===== src/rtl/sprite_rom_arbiter.sv =====
// sprite_rom_arbiter: shares one synchronous sprite/colour ROM between N_REQ readers.
// Requester 0 (VGA pixel path) has strict priority; game-logic readers 1..N_REQ-1
// share the ROM round-robin and may preempt requester 0 once one of them has waited
// MAX_STARVE cycles. Read data returns in issue order, tagged one-hot to its issuer.
module sprite_rom_arbiter #(
  parameter int N_REQ      = 4,
  parameter int ADDR_W     = 16,
  parameter int DATA_W     = 16,
  parameter int ROM_LAT    = 1,
  parameter int MAX_STARVE = 15
) (
  input  logic                    clk,
  input  logic                    rst,
  input  logic [N_REQ-1:0]        req,
  input  logic [N_REQ*ADDR_W-1:0] addr,
  output logic [N_REQ-1:0]        gnt,
  output logic                    rom_en,
  output logic [ADDR_W-1:0]       rom_addr,
  input  logic [DATA_W-1:0]       rom_data,
  output logic [N_REQ-1:0]        rd_valid,
  output logic [DATA_W-1:0]       rd_data,
  output logic                    starve_hit
);

  localparam int CNT_W = $clog2(MAX_STARVE + 1);
  localparam int PTR_W = $clog2(N_REQ);
  localparam logic [CNT_W-1:0] CNT_MAX   = CNT_W'(MAX_STARVE);
  localparam logic [PTR_W-1:0] PTR_FIRST = PTR_W'(1);
  localparam logic [PTR_W-1:0] PTR_LAST  = PTR_W'(N_REQ - 1);

  logic [PTR_W-1:0]  rr_ptr;
  logic [CNT_W-1:0]  wait_cnt [1:N_REQ-1];
  logic [N_REQ-1:0]  starving;
  logic [PTR_W-1:0]  gnt_idx;
  logic [ADDR_W-1:0] gnt_addr;
  // tag_p[0] is aligned with rom_en; tag_p[ROM_LAT] is aligned with valid rom_data.
  logic [N_REQ-1:0]  tag_p [0:ROM_LAT];

  // One-hot of the first set candidate among 1..N_REQ-1, starting at ptr and wrapping
  // N_REQ-1 -> 1. Bit 0 is never considered.
  function automatic logic [N_REQ-1:0] pick_rr(input logic [N_REQ-1:0] cand,
                                              input logic [PTR_W-1:0] ptr);
    logic [N_REQ-1:0] sel;
    logic [PTR_W-1:0] pos;
    int               idx;
    sel = '0;
    // Walk the ring backwards so the candidate nearest to ptr is written last and wins.
    for (int k = N_REQ - 2; k >= 0; k--) begin
      idx = int'(ptr) + k;
      if (idx >= N_REQ) idx = idx - (N_REQ - 1);
      pos = PTR_W'(idx);
      if (cand[pos]) begin
        sel      = '0;
        sel[pos] = 1'b1;
      end
    end
    return sel;
  endfunction

  // Low requesters that are still asking and have hit the starvation limit.
  always_comb begin
    starving = '0;
    for (int i = 1; i < N_REQ; i++)
      starving[i] = req[i] && (wait_cnt[i] == CNT_MAX);
  end

  // Grant selection: starvation override, then requester 0, then round-robin.
  always_comb begin
    gnt        = '0;
    starve_hit = 1'b0;
    if (!rst) begin
      if (|starving) begin
        gnt        = pick_rr(starving, rr_ptr);
        starve_hit = 1'b1;
      end else if (req[0]) begin
        gnt[0] = 1'b1;
      end else begin
        gnt = pick_rr(req, rr_ptr);
      end
    end
  end

  // Encode the winner and select its address.
  always_comb begin
    gnt_idx  = '0;
    gnt_addr = '0;
    for (int i = 0; i < N_REQ; i++) begin
      if (gnt[i]) begin
        gnt_idx  = PTR_W'(i);
        gnt_addr = addr[i*ADDR_W +: ADDR_W];
      end
    end
  end

  // ---- p0: issue register (ROM command) and round-robin pointer ----
  // Register the ROM command for the winner; advance the ring past a low winner.
  always_ff @(posedge clk or posedge rst) begin
    if (rst) begin
      rom_en   <= 1'b0;
      rom_addr <= '0;
      rr_ptr   <= PTR_FIRST;
    end else begin
      rom_en <= |gnt;
      if (|gnt) rom_addr <= gnt_addr;
      if (|gnt[N_REQ-1:1]) rr_ptr <= (gnt_idx == PTR_LAST) ? PTR_FIRST : gnt_idx + PTR_W'(1);
    end
  end

  // Wait counters: count cycles a low requester asks without winning, saturating.
  always_ff @(posedge clk or posedge rst) begin
    if (rst) begin
      for (int i = 1; i < N_REQ; i++) wait_cnt[i] <= '0;
    end else begin
      for (int i = 1; i < N_REQ; i++) begin
        if (req[i] && !gnt[i]) begin
          if (wait_cnt[i] != CNT_MAX) wait_cnt[i] <= wait_cnt[i] + CNT_W'(1);
        end else begin
          wait_cnt[i] <= '0;
        end
      end
    end
  end

  // ---- p1..pROM_LAT: return tag pipeline tracking the ROM's internal latency ----
  // Shift the owner tag alongside the ROM read so data comes back labelled.
  always_ff @(posedge clk or posedge rst) begin
    if (rst) begin
      for (int k = 0; k <= ROM_LAT; k++) tag_p[k] <= '0;
    end else begin
      tag_p[0] <= gnt;
      for (int k = 1; k <= ROM_LAT; k++) tag_p[k] <= tag_p[k-1];
    end
  end

  assign rd_valid = tag_p[ROM_LAT];
  assign rd_data  = rom_data;

endmodule


===== config.mk =====
export PLATFORM = sky130hd
export DESIGN_NAME = sprite_rom_arbiter
export DESIGN_NICKNAME = d
export VERILOG_FILES = /design/src/rtl/sprite_rom_arbiter.sv
export SDC_FILE = /design/constraint.sdc
export NUM_CORES = 1
export LEC_CHECK = 0
export CAP_MARGIN = 10
export CORE_UTILIZATION = 45
export DETAILED_ROUTE_END_ITERATION = 16
export PLACE_DENSITY_LB_ADDON = 0.1
export SLEW_MARGIN = 10
export SYNTH_ARGS = -nofsm -noshare
export SYNTH_HDL_FRONTEND = slang
export SYNTH_SLANG_ARGS = --single-unit
export TNS_END_PERCENT = 30

===== constraint.sdc =====
create_clock -name clk -period 6.91 [get_ports clk]
set_clock_uncertainty 0.15 [all_clocks]
set_input_delay 0.691 -clock clk [delete_from_list [all_inputs] [get_ports clk]]
set_output_delay 0.691 -clock clk [all_outputs]
set_load 0.02 [all_outputs]

* Word-level counts from Yosys, hierarchy flattened *
Index checks and enable logic that the tools add are counted.

word-level totals
  bits in registers = 39
  output and inout bits = 42
  word-level logic and storage cells = 128

operators by class
  $add $sub $neg = 9
  order comparisons = 15
  equality and inequality tests = 10
  muxes and demuxes = 68
  reduce and logical (&&, ||, !) cells = 18

operator list
  operator               count
  $mux W16               4
  $mux W4                14
  $mux W2                21
  $lt A2 B3 Y1 const B   6
  $mux W1                16
  $add A4 B1 Y4 const B  3
  $bmux W1 S2            6
  $demux W1 S2           6
  $eq A4 B4 Y1 const B   3
  $ge A2 B1 Y1 const B   6
  $logic_and A1 B1 Y1    12
  $ne A4 B4 Y1 const B   3
  $ge A3 B3 Y1 const B   2
  $ne A2 B1 Y1 const B   3
  $reduce_or A3 Y1       2
  $sub A2 B2 Y2 const B  3
  $reduce_or A4 Y1       1
  $add A2 B1 Y3 const B  1
  $add A2 B2 Y3 const B  1
  $ge A2 B3 Y1 const B   1
  $logic_not A1 Y1       3
  $mux W3                1
  $add A2 B1 Y2 const B  1
  $eq A2 B2 Y1 const B   1

* Depth between registers and ports, before layout *
  depth after elaboration = 21
  mapped depth = 14
  depth with buffers taken out = 11

* Worst setup path after synthesis *
OpenSTA, ideal clock, no wires.

  path kind = flip-flop to output port
  from = register rr_ptr[0]
  to = output gnt[2]
  arrival time = 2.636 ns
  path slack = 3.433 ns
  stages on the path, launching flop included = 11
  cells stage by stage = dfstp_2 -> inv_1 -> ha_1 -> clkbuf_1 -> nor3_1 -> mux2i_1 -> a311o_2 -> or2_1 -> buf_4 -> buf_4 -> inv_1

between the ends
  longest elaborated chain between the ends = 16

ends and longest elaborated chain
  what                                                                line  text
  from (decl)                                                         31    logic [PTR_W-1:0] rr_ptr;
  from (signal assigned)                                              105   if (|gnt[N_REQ-1:1]) rr_ptr <= (gnt_idx == PTR_LAST) ? PTR_FIRST : gnt_idx + PTR_W'(1);
  $add A2 B2 Y3                                                       49    idx = int'(ptr) + k;
  $ge A3 B3 Y1 or $sub A2 B2 Y2 (tied branches)                       50    if (idx >= N_REQ) idx = idx - (N_REQ - 1);
  $mux W2                                                             50
  $mux W2                                                             75    end else if (req[0]) begin
  $mux W2                                                             72    if (|starving) begin
  $mux W2                                                             71    if (!rst) begin
  $lt A2 B3 Y1 (implied by the code) or $ge A2 B1 Y1 (tied branches)  54    sel[pos] = 1'b1;
  $logic_and A1 B1 Y1 (implied by the code)                           54
  $mux W1 (implied by the code)                                       54
  $demux W1 S2                                                        54
  $mux W4 (3 in a row)                                                52    if (cand[pos]) begin
  $mux W3                                                             75
  $mux W4 (*)                                                         72
  $mux W4 (*)                                                         71
  to (decl)                                                           16    output logic [N_REQ-1:0] gnt,

Mark *: on every way between the ends. The rest lies on a longest branch, timed or not. The select of a mux whose other input is x is not followed.

* Worst setup path in the final report *
  from = register rr_ptr[0]
  to = output gnt[3]

Same word-level chain as after synthesis.

==> flow_metrics.env <==
export IMPL_wl_um=7110
export IMPL_avgViaCountPerCell=5.60
export IMPL_clockBufferDepth=2
export IMPL_p_leak_nw=1.53
export IMPL_period_share_pct=72.3
export IMPL_synth_seq_cells=39
export IMPL_synth_ff_type="dfrtp_1"
export IMPL_gp_congestion=0.869
export IMPL_ctsHtreeMaxLevel=2
export IMPL_n_antenna_cell=0
export IMPL_synth_distinct_cells=50
export IMPL_clkPwrFrac_pct=14.8
export IMPL_fillers=531
export IMPL_period_minus_slack_ns=4.99
export IMPL_route_detailed_drc=0
export IMPL_regArea_um2=977
export IMPL_clk_latency_ns=0.29
export IMPL_tritoncts="built"
export IMPL_power_frac_seq_pct=31.3
export IMPL_netlist_area_leader_share_pct=34.8
export IMPL_fmax_mhz=200
export IMPL_rr_startpoint="rr_ptr[0]"
export IMPL_crit_arrival_ns=4.15
export IMPL_maxCapViolCount=0
export IMPL_final_net_count=459
export IMPL_cts_root_buf="clkbuf_8"
export IMPL_synth_cells=295
export IMPL_syn_cell_area_um2=2730
export IMPL_initial_core_util_pct=46.4
export IMPL_ys_warnings_count=0
export IMPL_async_reset_ff_share_pct=100
export IMPL_hold_buffers=0
export IMPL_postCtsSetupBuffers=0
export IMPL_maxSlewViolCount=0
export IMPL_grt_use_total_pct=22.9
export IMPL_p_switching_mw=0.451
export IMPL_antenna_left=0
export IMPL_cts_buffers=5
export IMPL_synth_edf_count=0
export IMPL_die_area_um2=6390
export IMPL_fp_dieH_um=79.9
export IMPL_finalHoldViolCount=0
export IMPL_synth_area_top_cells="dfrtp_1 (35%), buf_4 (7.4%), a221oi_1 (5.1%)"
export IMPL_grt_pass1_wl_um=11300
export IMPL_wire_per_inst_um=16.2
export IMPL_switching_share_pct=39.7
export IMPL_slew_headroom_pct=23.8
export IMPL_ctsResizeCount=0
export IMPL_hold_path_class="reg2reg"
export IMPL_rows=28
export IMPL_crit_fanout=19
export IMPL_synth_area_leader_cell="dfrtp_1"
export IMPL_powerDensity_nw_per_um2=314
export IMPL_grt_max_degree=40
export IMPL_vias=2459
export IMPL_cp_required_ns=6.07
export IMPL_crit_path_start_kind="flop"
export IMPL_design_area_um2=3610
export IMPL_power_internal_mw=0.684
export IMPL_crit_type="reg2out"
export IMPL_grt_ovfl_total=0
export IMPL_worstSetupStartpoint="rr_ptr[0]"
export IMPL_hp_start="tag_p[6]"
export IMPL_status="complete, no violations"
export IMPL_power_frac_comb_pct=53.9
export IMPL_synth_net_count=391
export IMPL_syn_avg_cell_area_um2=9.27
export IMPL_drive_gt1_share_pct=6.04
export IMPL_syn_to_final_growth_pct=32.2
export IMPL_fin_tns_setup_ns=0
export IMPL_ioPinCount=128
export IMPL_first_iter_violations=165
export IMPL_dpl_cell_area_um2=3510
export IMPL_grt_antenna_before_repair=0
export IMPL_io_buffers=95
export IMPL_whs_path_depth=0
export IMPL_rr_worst_depth=10
export IMPL_setup_viol=0
export IMPL_clock_sinks=39
export IMPL_dpl_hpwl_um=5150
export IMPL_yosysSeqAreaShare_pct=35.7
export IMPL_peakVddDrop_mv=0.190
export IMPL_end_kind="output port"
export IMPL_grt_pass1_vias=2265
export IMPL_core_um2=5890
export IMPL_multi_input_area_um2=1380
export IMPL_tightestPinTransition_ns=1.14
export IMPL_die_w_um=79.9
export IMPL_first_pass_iters=4
export IMPL_rsz0062_at_grt="false"
export IMPL_clkTransAtPathRegs_ns=0.07
flip-flops by register name, indices dropped and copies added, names as in the netlist:
register / cells
rr_ptr: 2
rom_en: 1
wait_cnt: 12
rd_valid: 4
rom_addr: 16
tag_p: 4
synth_stat cells, types with 4 or more instances:
master and instances:
nor3b_1 4, buf_6 4, a221oi_1 16, inv_1 24, nor2_1 32, a31oi_1 5
o32ai_1 16, nand3_1 11, nor3_1 27, mux2i_1 10, nand2_1 10, nand3b_1 4
ha_1 10, dfrtp_1 38, buf_4 27, o22ai_1 4
critical path, cell delays in order (launching register included):
cell             delay (ns)
dfstp_2                0.63
inv_1                  0.13
ha_1                   0.55
mux4_2                 0.40
nand2_1                0.09
o2111ai_1              0.11
o211ai_1               0.19
or2_1                  0.65
clkinv_2               0.46
clkdlybuf4s50_1        0.65
cells by family (layout without fill, tap and decap cells):
family	Yosys count	after routing	share of synthesized area, %
AND/OR/NAND/NOR	108	108	20.3
AO/OA/AOI/OAI	61	61	18.6
buffers and inverters	61	130	13.7
flip-flops	39	39	35.7
multiplexers	13	13	6.13
adder cells (fa/ha/maj)	10	10	4.58
XOR/XNOR	3	3	0.961
cell usage in the layout (no fill, tap or decap), drive strengths merged, types with 2 or more instances in the layout:
cell type / netlist / routed
xnor2: 3 / 3
nor3b: 4 / 4
clkdlybuf4s50: 0 / 95
nand4: 4 / 4
nor3: 27 / 27
a211oi: 2 / 2
inv: 24 / 24
a21oi: 3 / 3
or2: 3 / 3
o32ai: 16 / 16
and2: 2 / 2
buf: 34 / 2
dfrtp: 38 / 38
o211ai: 2 / 2
and4: 2 / 2
nor2: 32 / 32
and2b: 3 / 3
nand3b: 4 / 4
a31oi: 5 / 5
ha: 10 / 10
nand3: 11 / 11
o22ai: 5 / 5
o21ai: 3 / 3
a221oi: 17 / 17
mux4: 3 / 3
nand2: 10 / 10
clkbuf: 2 / 8
mux2i: 10 / 10
nand2b: 3 / 3
final cells by class:
type | count | area share (%)
clock buffer | 8 | 2.77
inverter | 25 | 2.63
multi-input combinational | 195 | 38.2
sequential | 39 | 27.0
tap | 75 | 2.60
timing repair buffer | 97 | 26.7
through the flow:
step	cells	power [mW]	hold slack (ns)	setup WS [ns]	util, %
floorplan	295	0.777	0.181	3.43	-
global placement	431	0.967	0.182	1.99	59.7
finish	439	1.13	0.204	1.92	61.4
CTS	439	1.14	0.207	1.87	61.4
detailed placement	431	0.972	0.190	1.88	59.7
global route	439	1.21	0.223	1.59	61.4
final timing paths:
path	endpoint	slack [ns]
worst min register to register	rd_valid[2]	0.20
max in group asynchronous	rr_ptr[0]	5.34
worst max-delay path	gnt[3]	1.92
worst max register to register	rom_addr[2]	2.98
min in group asynchronous	rom_addr[7]	0.90
worst min-delay path	rd_valid[2]	0.20
layer usage:
layer / vias up / share of wire [%] / track usage, %
met1: 1170 / 43 / 29.9
met2: 65 / 50 / 37.8
li1: 1210 / - / -
met4: 0 / 2.2 / 8.21
met3: 14 / 4.2 / 4.23
met5: - / 0 / 0
power by group through the flow:
stage          Combinational [mW]  Sequential [mW]  Clock (mW)
2_1_floorplan               0.361            0.415           0
3_3_place_gp                0.611            0.356           0
3_5_place_dp                0.613            0.359           0
4_1_cts                     0.616            0.355       0.172
5_1_grt                     0.663            0.365       0.183
6_report                    0.611            0.355       0.167
No activity file was read; power rests on OpenSTA's default activity.
